[config.mk]
export PLATFORM = sky130hd
export DESIGN_NAME = pmod_keypad_scan_ctrl
export DESIGN_NICKNAME = d
export VERILOG_FILES = /design/src/rtl/pmod_keypad_scan_ctrl.sv
export SDC_FILE = /design/constraint.sdc
export NUM_CORES = 1
export LEC_CHECK = 0
export CAP_MARGIN = 10
export CORE_MARGIN = 2
export CORE_UTILIZATION = 50
export DETAILED_ROUTE_END_ITERATION = 6
export GPL_ROUTABILITY_DRIVEN = 0
export PLACE_DENSITY = 0.69
export SLEW_MARGIN = 20
export SYNTH_ARGS = -nofsm -noshare
export SYNTH_HDL_FRONTEND = slang
export SYNTH_SLANG_ARGS = --single-unit
[constraint.sdc]
create_clock -name clk -period 10.01 [get_ports clk]
set_input_delay 1.5015 -clock clk [delete_from_list [all_inputs] [get_ports clk]]
set_output_delay 1.5015 -clock clk [all_outputs]
set_load 0.05 [all_outputs]
[src/rtl/pmod_keypad_scan_ctrl.sv]
// pmod_keypad_scan_ctrl
//   Column-strobe scanner for a 4x4 matrix keypad. Each column is driven low
//   for SETTLE_CYCLES, then its synchronized rows are sampled. A completed
//   4-column frame is reduced to a single key / none / multi-key result,
//   debounced over DEBOUNCE_FRAMES identical frames, and each accepted press
//   is presented as one event on a valid/ready handshake.
//   Optional build macro: KEYPAD_RELEASE_EVT_EN -- when defined, releases are
//   reported as events too (key_rel=1); otherwise key_rel is tied low.
module pmod_keypad_scan_ctrl #(
  parameter int SETTLE_CYCLES   = 1000,
  parameter int DEBOUNCE_FRAMES = 4,
  parameter int CNT_W           = 16
) (
  input  logic       clk,
  input  logic       rst,
  input  logic       enable,
  output logic [3:0] col_n,
  input  logic [3:0] row_n,
  output logic       key_valid,
  output logic [3:0] key_code,
  output logic       key_rel,
  input  logic       key_ready,
  output logic       key_pressed,
  output logic       multi_key,
  output logic       overrun,
  input  logic       clr_overrun
);

  localparam int               DB_W        = $clog2(DEBOUNCE_FRAMES + 1);
  localparam logic [CNT_W-1:0] SETTLE_LAST = CNT_W'(SETTLE_CYCLES - 1);
  localparam logic [DB_W-1:0]  DB_FULL     = DB_W'(DEBOUNCE_FRAMES);

  typedef enum logic [1:0] {IDLE, DRIVE, SAMPLE} state_t;

  state_t           state;
  logic [CNT_W-1:0] settle_cnt;
  logic [1:0]       col_idx;

  // row_p0/row_p1: two-flop synchronizer stages for the asynchronous rows
  logic [3:0]       row_p0;
  logic [3:0]       row_p1;

  // Per-column hit bits (bit r set = row r pulled low) for the current frame
  logic [3:0]       col_hits [4];

  // Debounce candidate and accepted (debounced) state; *_none marks NONE
  logic             cand_none;
  logic [3:0]       cand_code;
  logic [DB_W-1:0]  cand_cnt;
  logic             acc_none;
  logic [3:0]       acc_code;

  // Frame evaluation / event generation (combinational)
  logic [3:0]       hits_now [4];
  logic [15:0]      frame_keys;
  logic [4:0]       frame_ones;
  logic             res_none;
  logic [3:0]       res_code;
  logic             same_cand;
  logic [DB_W-1:0]  cnt_next;
  logic             settled;
  logic             frame_done;
  logic             ev_fire;
  logic [3:0]       ev_code;
  logic             acc_none_next;
  logic [3:0]       acc_code_next;
`ifdef KEYPAD_RELEASE_EVT_EN
  logic             ev_rel;
`endif
  logic             drop_ev;
  logic             load_ev;

  function automatic logic [4:0] popcount16(input logic [15:0] v);
    logic [4:0] n;
    n = '0;
    for (int i = 0; i < 16; i++) n = n + {4'b0000, v[i]};
    return n;
  endfunction

  function automatic logic [3:0] lowest_index(input logic [15:0] v);
    logic [3:0] idx;
    idx = '0;
    for (int i = 15; i >= 0; i--) if (v[i]) idx = 4'(i);
    return idx;
  endfunction

  // Synchronize the raw rows; reset to the released (pulled-up) level
  always_ff @(posedge clk) begin
    if (rst) begin
      row_p0 <= 4'hF;
      row_p1 <= 4'hF;
    end else begin
      row_p0 <= row_n;
      row_p1 <= row_p0;
    end
  end

  // Assemble the frame including the column being sampled now, classify it,
  // and work out the debounce update and any event it produces
  always_comb begin
    for (int c = 0; c < 4; c++) hits_now[c] = col_hits[c];
    hits_now[col_idx] = ~row_p1;
    frame_keys = '0;
    for (int r = 0; r < 4; r++)
      for (int c = 0; c < 4; c++)
        frame_keys[r*4 + c] = hits_now[c][r];
    frame_ones = popcount16(frame_keys);
    res_none   = (frame_ones != 5'd1);
    res_code   = lowest_index(frame_keys);
    same_cand  = (res_none == cand_none) && (res_none || (res_code == cand_code));
    if (!same_cand)              cnt_next = DB_W'(1);
    else if (cand_cnt == DB_FULL) cnt_next = cand_cnt;
    else                          cnt_next = cand_cnt + 1'b1;
    settled    = (cnt_next == DB_FULL) &&
                 ((res_none != acc_none) || (!res_none && (res_code != acc_code)));
    frame_done = enable && (state == SAMPLE) && (col_idx == 2'd3);

    ev_fire       = 1'b0;
    ev_code       = res_code;
    acc_none_next = acc_none;
    acc_code_next = acc_code;
`ifdef KEYPAD_RELEASE_EVT_EN
    ev_rel        = 1'b0;
`endif
    if (frame_done && settled) begin
`ifdef KEYPAD_RELEASE_EVT_EN
      if (res_none || !acc_none) begin
        // Release of the held key. For a code-to-code change the candidate
        // stays saturated, so the new press fires on the next frame.
        acc_none_next = 1'b1;
        ev_fire       = 1'b1;
        ev_rel        = 1'b1;
        ev_code       = acc_code;
      end else begin
        acc_none_next = 1'b0;
        acc_code_next = res_code;
        ev_fire       = 1'b1;
      end
`else
      if (res_none) begin
        acc_none_next = 1'b1;
      end else begin
        // Covers both a fresh press and a code-to-code change
        acc_none_next = 1'b0;
        acc_code_next = res_code;
        ev_fire       = 1'b1;
      end
`endif
    end
  end

  // Scan sequencer plus frame/debounce state, updated on the last column
  always_ff @(posedge clk) begin
    if (rst) begin
      state      <= IDLE;
      col_n      <= 4'hF;
      col_idx    <= '0;
      settle_cnt <= '0;
      for (int c = 0; c < 4; c++) col_hits[c] <= '0;
      cand_none  <= 1'b1;
      cand_code  <= '0;
      cand_cnt   <= '0;
      acc_none   <= 1'b1;
      acc_code   <= '0;
      multi_key  <= 1'b0;
    end else if (!enable) begin
      // Stop scanning; the accepted state survives, the partial frame does not
      state      <= IDLE;
      col_n      <= 4'hF;
      col_idx    <= '0;
      settle_cnt <= '0;
      for (int c = 0; c < 4; c++) col_hits[c] <= '0;
      cand_none  <= 1'b1;
      cand_code  <= '0;
      cand_cnt   <= '0;
    end else begin
      case (state)
        IDLE: begin
          state      <= DRIVE;
          col_idx    <= '0;
          col_n      <= 4'hE;
          settle_cnt <= '0;
        end
        DRIVE: begin
          if (settle_cnt == SETTLE_LAST) state <= SAMPLE;
          else                           settle_cnt <= settle_cnt + 1'b1;
        end
        SAMPLE: begin
          col_hits[col_idx] <= ~row_p1;
          col_idx           <= col_idx + 2'd1;
          col_n             <= ~(4'b0001 << (col_idx + 2'd1));
          settle_cnt        <= '0;
          state             <= DRIVE;
          if (col_idx == 2'd3) begin
            cand_none <= res_none;
            cand_code <= res_code;
            cand_cnt  <= cnt_next;
            acc_none  <= acc_none_next;
            acc_code  <= acc_code_next;
            multi_key <= (frame_ones > 5'd1);
          end
        end
        default: state <= IDLE;
      endcase
    end
  end

  assign key_pressed = ~acc_none;

  // An event arriving while the previous one is stalled is lost
  assign drop_ev = ev_fire && key_valid && !key_ready;
  assign load_ev = ev_fire && !drop_ev;

  // Event handshake register and sticky overrun flag (set beats clear)
  always_ff @(posedge clk) begin
    if (rst) begin
      key_valid <= 1'b0;
      key_code  <= '0;
      overrun   <= 1'b0;
    end else begin
      if (load_ev) begin
        key_valid <= 1'b1;
        key_code  <= ev_code;
      end else if (key_valid && key_ready) begin
        key_valid <= 1'b0;
      end
      if (drop_ev)          overrun <= 1'b1;
      else if (clr_overrun) overrun <= 1'b0;
    end
  end

`ifdef KEYPAD_RELEASE_EVT_EN
  // Release flag travels with the event code
  always_ff @(posedge clk) begin
    if (rst)          key_rel <= 1'b0;
    else if (load_ev) key_rel <= ev_rel;
  end
`else
  assign key_rel = 1'b0;
`endif

endmodule
==> metrics.md, run 1 <==
| Metric | Value |
|---|---|
| Status | `finished clean` |
| DR vias/cell | `between 5 and 6` |
| Clk buf depth | `2` |
| Relative slew margins | `0.523` |
| Drt pass-1 iters | `5` |
| H-tree depth | `3` |
| Setup TNS | `0 ns` |
| FILL cells | `731` |
| Fraction of synthesis flops using an asynchronous set or reset pin | `0` |
| Most common library cells after synthesis | `dfxtp_1 (52), nor2_1 (50), nand2_1 (40), inv_1 (31), a21oi_1 (24)` |
| Skew final | `0.0123 ns` |
| Die width | `92.6 µm` |
| Register area | `1520 µm²` |
| Initial antenna violation count | `0` |
| Resized Gates After CTS | `0` |
| Site row count | `32` |
| Pins Over Slew Limit | `0` |
| Final WL | `8.82 mm` |
| Worst-Margin Slew | `0.710 ns` |
| CP max-delay cell | `a2111oi_1` |
| Startpoint Class | `flip-flop` |
| R2r endpoint | `key_valid` |
| Class of the most critical setup path | `reg -> reg` |
| Initial core utilization | `0.511` |
| Post-synth EDFFs | `16` |
| Worst r2r src | `col_idx[0]` |
| Worst path cell trace | `ha_1 -> inv_1 -> a21boi_0 -> inv_1 -> fa_1 -> inv_1 -> fa_1 -> inv_1 -> fa_1 -> fa_1 -> inv_1 -> ha_1 -> fa_1 -> or4_1 -> o22ai_1 -> and2_1 -> o221ai_1 -> a2111o_1 -> a2111oi_1 -> or2_2 -> nor3_1 -> o21a_1` |
| Cell Pwr Density | `152 nW/µm²` |
| Number of synthesized register bits | `68` |
| Max-cap violation count | `0` |
| N_diodes | `0` |
| Tot GR Track Use | `0.216` |
| Synthesized area | `3930 µm²` |
| DR iter-0 viols | `282` |
| Most frequent cell after synthesis | `dfxtp_1` |
| Leading area contributor after synthesis | `dfxtp_1` |
| Core footprint | `around 7700 µm²` |
| Leading post-synthesis cells by cell area | `dfxtp_1 (26%), edfxtp_1 (12%), fa_1 (5.1%)` |
| CTS tree | `done` |
| Dominant synthesized flop cell | `dfxtp_1` |
| Antenna Nets Post-Route | `0` |
| Slowest stage delay, CP | `0.59 ns` |
| Root buf cell | `clkbuf_8` |
| Die Height | `92.6 µm` |
| Global-route wire length before repair | `14.6 mm` |
| WL/cell | `15.8 µm` |
| Multi-input logic area | `2200 µm²` |
| Num CTS Buffers | `9` |
| Worst setup EP type | `flip-flop` |
| FF-to-FF path depth | `22` |
| Final net count | `485` |
| Via count | `about 3200` |
| Skew-Pair Late Insertion Delay | `0.36 ns` |
| Die Area | `between 8000 and 9000 µm²` |
| Beginning of the worst hold path | `row_p0[3]` |
| Post-layout min period | `6.96 ns` |
| RSZ-0062 raised after global routing | `no` |
| Final Hold Violating Endpoints | `0` |
| R2R setup slack | `3.05 ns` |
| Layout cells sized above 1 | `0.0987` |
| Port Buf Inserts | `20` |
| Post-CTS Setup Inserts | `0` |
| Post-DP Area | `4170 µm²` |
| Setup violators final | `0` |
| Hold_buf cts | `0` |
| Vias in the first global route | `3072` |
| Clk pin slew, worst setup/hold paths | `0.09 ns` |
| CP arrival | `a little over 7 ns` |
| Period utilization | `0.695` |
| Ys Warns | `0` |
| Crit Path Max Fanout | `12` |
| LEAKAGE | `1.66 nW` |
| Synth Instances | `436` |
| Worst vdd ir | `79.6 µV` |
| # DRC | `0` |
| Cell variety after synth | `71` |
| Synthesized area per cell | `9.01 µm²` |
| Achievable Freq | `0.144 GHz` |
| I/O pin total | `22` |
| Share of the synthesized area in the top cell type | `0.265` |
| Hold EP | `row_p1[3]` |
| Total congestion overflow | `0` |
| Clk sinks | `68` |
| Hold WC Path Type | `reg -> reg` |
| Seq/Total Area, Yosys | `0.387` |
| Hold Crit Depth | `1` |
| Design area | `~4400 µm²` |
| Area Overhead vs Synth | `11.8%` |
| HPWL after DPL | `around 6.6 mm` |
| Largest net degree at the start of global routing | `21` |
| CP Data Required Time | `~10 ns` |
| Syn_nets | `470` |
## metrics by stage
stage,std cells,hold WS (ns),power [mW],utilization,worst slack [ns]
2_1_floorplan,436,0.389,0.398,-,3.81
3_5_place_dp,542,0.399,0.429,0.543,3.10
3_3_place_gp,542,0.392,0.423,0.543,3.36
6_report,558,0.416,0.666,0.571,3.05
4_1_cts,558,0.419,0.671,0.571,3.08
5_1_grt,558,0.433,0.700,0.571,2.53
## routing by layer
layer  track usage  wire (µm)  vias up  share of wire
met4         0.100        271        0          0.031
met3        0.0415        427       27          0.048
met1         0.280       3990     1506           0.45
met5             0          0        -              0
met2         0.350       4130      110           0.47
li1              -          -     1552              -
## registers in the layout, indices dropped and copies added (netlist names)
register and count:
cand_none 1, row_p0 4, col_idx 2, row_p1 4, cand_cnt 3, overrun 1
multi_key 1, key_valid 1, col_n 4, cand_code 4, col_hits 16, acc_code 4
key_code 4, settle_cnt 16, state 2, acc_none 1
## power breakdown
part | total (mW) | leakage (nW) | internal (mW) | switching, mW
sequential | 0.291 | 0.596 | 0.286 | 0.00526
combinational | 0.134 | 0.958 | 0.0491 | 0.0846
clock | 0.242 | 0.109 | 0.124 | 0.118
## layout by cell type (no fill, tap or decap), types with 3 or more instances in the layout
master            n
nor2b_1           7
xnor2_1           5
o211ai_1          6
edfxtp_1         16
nand3_1          11
o21a_1            6
inv_1            31
clkbuf_8          9
nor3_1            7
nor2_1           50
inv_2             3
xor2_1           10
nand2_1          40
dfxtp_1          52
a211oi_1          3
nor4_1            5
mux2i_1           6
clkdlybuf4s50_1  20
nand4_1           9
a21oi_1          24
o21ai_0           5
o31ai_1           5
and2_1            6
o21ai_1           5
or2_2            10
o221ai_1          6
ha_1             15
nand2b_1         16
fa_1             10
## final cells by class
class	instances	area share
timing repair buffer	20	0.0456
sequential	68	0.346
inverter	34	0.0291
clock buffer	11	0.0396
multi-input combinational	318	0.500
clock inverter	5	0.0103
tap	102	0.0291
## worst max-delay path by stage
| stage | endpoint | start |
|---|---|---|
| global placement | key_code[2] | col_idx[0] |
| CTS | key_code[1] | col_idx[0] |
| global route | acc_code[1] | col_idx[0] |
| finish | key_valid | col_idx[0] |
| floorplan | key_code[0] | col_idx[0] |
| detailed placement | key_code[0] | col_idx[0] |
## cells by family (layout without fill, tap and decap cells)
logic type      after synthesis  in the layout  share of synthesized area
simple gates                180            180                      0.240
compound gates               88             88                      0.161
flops                        68             68                      0.387
buf+inv                      50             70                     0.0535
fa+ha+maj                    25             25                     0.0987
xor+xnor                     15             15                     0.0334
mux                           9              9                     0.0245
other cells                   1              1                   0.000954
## worst max-delay path: cells and delay by family, from the launching register on
family | cells | cell delay [ns]
AND/OR/NAND/NOR | 4 | 1.16
buffers and inverters | 5 | 0.38
flip-flops | 1 | 0.45
AO/OA/AOI/OAI | 6 | 1.83
adder cells (fa/ha/maj) | 7 | 3.04
Note: power is estimated with default switching activity, not from simulation.
==> run 2, diff against run 1 <==
--- a/config.mk
+++ b/config.mk
@@ -10,7 +10,7 @@
 export CORE_UTILIZATION = 50
 export DETAILED_ROUTE_END_ITERATION = 6
 export GPL_ROUTABILITY_DRIVEN = 0
-export PLACE_DENSITY = 0.69
+export PLACE_DENSITY = 0.71
 export SLEW_MARGIN = 20
 export SYNTH_ARGS = -nofsm -noshare
 export SYNTH_HDL_FRONTEND = slang
==> constraint.sdc (replaced) <==
create_clock -name clk -period 5.9 [get_ports clk]
set_input_delay 0.885 -clock clk [delete_from_list [all_inputs] [get_ports clk]]
set_output_delay 0.885 -clock clk [all_outputs]
set_load 0.05 [all_outputs]
==> run 2 against run 1 <==
Net effect:
- clock skew decreased by 0.0013 ns
- flip-flop and latch count unchanged
- total power increased by 82%
- hold slack better by 0.0030 ns
- cell count grew 7.0%
- first-iteration DRC count is 25% lower
- core utilization increased by 6.5 points
- sequential power grew 69%
- critical endpoint unchanged
==> metrics.md, run 2 (synthesis gave the netlist of run 1 again) <==
| Metric | Value |
|---|---|
| Net Sw Frac | `0.310 (-0.00187)` |
| Initial core utilization | `0.511 (unchanged)` |
| I/O pin total | `22 (unchanged)` |
| Cell Pwr Density | `248 nW/µm² (+63%)` |
| Initial antenna violation count | `0 (unchanged)` |
| Total congestion overflow | `0 (unchanged)` |
| Via count | `3324 (+4.0%)` |
| RSZ-0062 raised after global routing | `yes` |
| CP Data Required Time | `6.15 ns (-4.12 ns)` |
| Layout cells sized above 1 | `0.242 (+0.144)` |
| Post-DP Area | `4430 µm² (+6.0%)` |
| Post-layout min period | `5.89 ns (-1.07 ns)` |
| LEAKAGE | `1.88 nW (+13%)` |
| Met2 Use GR | `0.364 (+0.0140)` |
| Hold WC Path Type | `reg -> reg` |
| R2r endpoint | `key_valid` |
| Registers with the most flip-flops | `col_hits (16), settle_cnt (16)` |
| Skew final | `0.0110 ns (-0.00133 ns)` |
| Internal power | `0.836 mW (+82%)` |
| Top delay family on crit path | `adder cells` |
| Final hold slack | `0.419 ns (+0.00305 ns)` |
| Commonest non-fill, non-tap cell in the layout | `dfxtp_1` |
| Tot GR Track Use | `0.222 (+0.00576)` |
| Die Area | `8580 µm² (unchanged)` |
| R2R setup slack | `0.01 ns (-3.04 ns)` |
| Relative slew margins | `0.553 (+0.0293)` |
| Sequential group share of total power | `0.405 (-0.032)` |
| Clk buf depth | `2 (unchanged)` |
| Antenna Nets Post-Route | `0 (unchanged)` |
| Power, Total | `1.21 mW (+82%)` |
| DR iter-0 viols | `211 (-25%)` |
| Most frequent cells in the layout | `dfxtp_1 (50), nor2_1 (49), nand2_1 (38)` |
| Global-route wire length before repair | `14.9 mm (+2.0%)` |
| H-tree depth | `3 (unchanged)` |
| FILL cells | `625 (-15%)` |
| N_diodes | `0 (unchanged)` |
| Crit. path cell count | `23 (+4.5%)` |
| Worst path cell trace | `buf_6 -> ha_4 -> nand2_2 -> a21boi_4 -> inv_2 -> fa_1 -> inv_1 -> fa_1 -> inv_1 -> fa_1 -> fa_1 -> inv_2 -> ha_4 -> fa_1 -> or4_4 -> o22ai_4 -> and2_4 -> o221ai_2 -> a2111o_1 -> a2111oi_4 -> or2_4 -> nor3_2 -> o21a_1` |
| Die Height | `92.6 µm (unchanged)` |
| Skew-Pair Late Insertion Delay | `0.35 ns (about the same)` |
| Root buf cell | `clkbuf_8` |
| Die width | `92.6 µm (unchanged)` |
| Worst setup EP type | `flip-flop` |
| Drt pass-1 iters | `5 (unchanged)` |
| FF-to-FF path depth | `23 (+4.5%)` |
| WL/cell | `15.6 µm (-1.2%)` |
| # DRC | `0 (unchanged)` |
| Design area | `4890 µm² (+11%)` |
| Met3 Resource Use GR | `0.0301 (-0.0114)` |
| Max-cap violation count | `0 (unchanged)` |
| Setup TNS | `0 ns (unchanged)` |
| DR vias/cell | `5.57 (-2.8%)` |
| Final net count | `524 (+8.0%)` |
| Pins Over Slew Limit | `0 (unchanged)` |
| Grt met1 use | `0.297 (+0.0173)` |
| Psw | `0.375 mW (+81%)` |
| Startpoint Class | `flip-flop` |
| DP Worst Slack | `-0.146 ns (-3.24 ns)` |
| Period utilization | `0.998 (+0.302)` |
| Clk pin slew, worst setup/hold paths | `0.08 ns (about the same)` |
| Area Overhead vs Synth | `24.5%` |
| Vias in the first global route | `3088 (+0.52%)` |
| Final WL | `9.33 mm (+5.7%)` |
| Fin worst setup slack | `0.0137 ns (-3.04 ns)` |
| Clk pwr share | `0.312 (-0.051)` |
| HPWL after DPL | `6.81 mm (+3.8%)` |
| Final Hold Violating Endpoints | `0 (unchanged)` |
| Slowest stage delay, CP | `0.53 ns (-0.06 ns)` |
| Crit Path Max Fanout | `5 (-7)` |
| CP bufs+invs | `5 (unchanged)` |
| CP max-delay cell | `fa_1` |
| Class of the most critical setup path | `reg -> reg` |
| Worst-Margin Slew | `0.664 ns (-0.0462 ns)` |
| CP arrival | `6.14 ns (-1.08 ns)` |
| Worst r2r src | `col_idx[0]` |
| Achievable Freq | `0.170 GHz (+18%)` |
| Port Buf Inserts | `20 (unchanged)` |
| Core footprint | `7690 µm² (unchanged)` |
| Clk sinks | `68 (unchanged)` |
| Status | `finished clean` |
| Worst Setup SP | `col_idx[0]` |
| Worst Setup EP | `key_valid` |
| Worst vdd ir | `157 µV (+97%)` |
| Largest net degree at the start of global routing | `21 (unchanged)` |
| Worst path most repeated cell | `fa_1` |
| Combinational power share | `0.283 (+0.082)` |
| Num CTS Buffers | `9 (unchanged)` |
| Setup violators final | `0 (unchanged)` |
| Busiest metal layer after global routing | `met2` |
| Site row count | `32 (unchanged)` |
| CTS tree | `done` |
[run 2: cell count changes in the layout (fill, tap and decap cells not counted), sizes merged]
cell | before | now
buf | 0 | 39
clkbuf | 11 | 9
clkinvlp | 1 | 0
clkinv | 1 | 3
bufinv | 0 | 1
[run 2: power by group through the flow]
stage                     Clock (mW)  Combinational (mW)  Sequential (mW)
after floorplan                    0               0.195            0.500
after global routing           0.405               0.370            0.492
after CTS                      0.388               0.281            0.491
after detailed placement           0               0.273            0.501
after global placement             0               0.268            0.502
final                          0.378               0.343            0.491
[run 2: worst min path at each step]
stage	startpoint	endpoint	slack, ns	cells after the start
floorplan	row_p0[0]	row_p1[0]	0.39	1
global placement	row_p0[0]	row_p1[0]	0.40	1
detailed placement	row_p0[3]	row_p1[3]	0.40	1
CTS	row_p0[3]	row_p1[3]	0.42	1
global route	row_p0[1]	row_p1[1]	0.44	1
finish	row_p0[1]	row_p1[1]	0.42	1
[run 2: repair_timing]
item	CTS	global route
setup endpoints to repair	11	13
buffers inserted	0	10
hold buffers	0	0
resized for setup	5	41
pin swaps	2	16
[run 2: metrics by stage]
stage / instances / util
final: 597 / 0.636
after global routing: 597 / 0.636
after CTS: 587 / 0.604
after detailed placement: 571 / 0.576
after global placement: 571 / 0.576
after floorplan: 436 / -
[run 2: final cells by class]
cell class                 count  area, µm²  area share
clock buffer                   9        124      0.0253
clock inverter                 7       72.6      0.0148
inverter                      34        133      0.0271
multi-input combinational    318       2400       0.491
sequential                    68       1530       0.313
tap                          102        128      0.0261
timing repair buffer          59        504       0.103
[run 2: metal layers]
layer  part of all wire  vias to the layer above  routed length [µm]
met5                  0                        -                   0
met4              0.019                        0                 176
met3              0.044                       17                 410
met2               0.49                       98                4580
met1               0.45                     1573                4160
li1                   -                     1636                   -
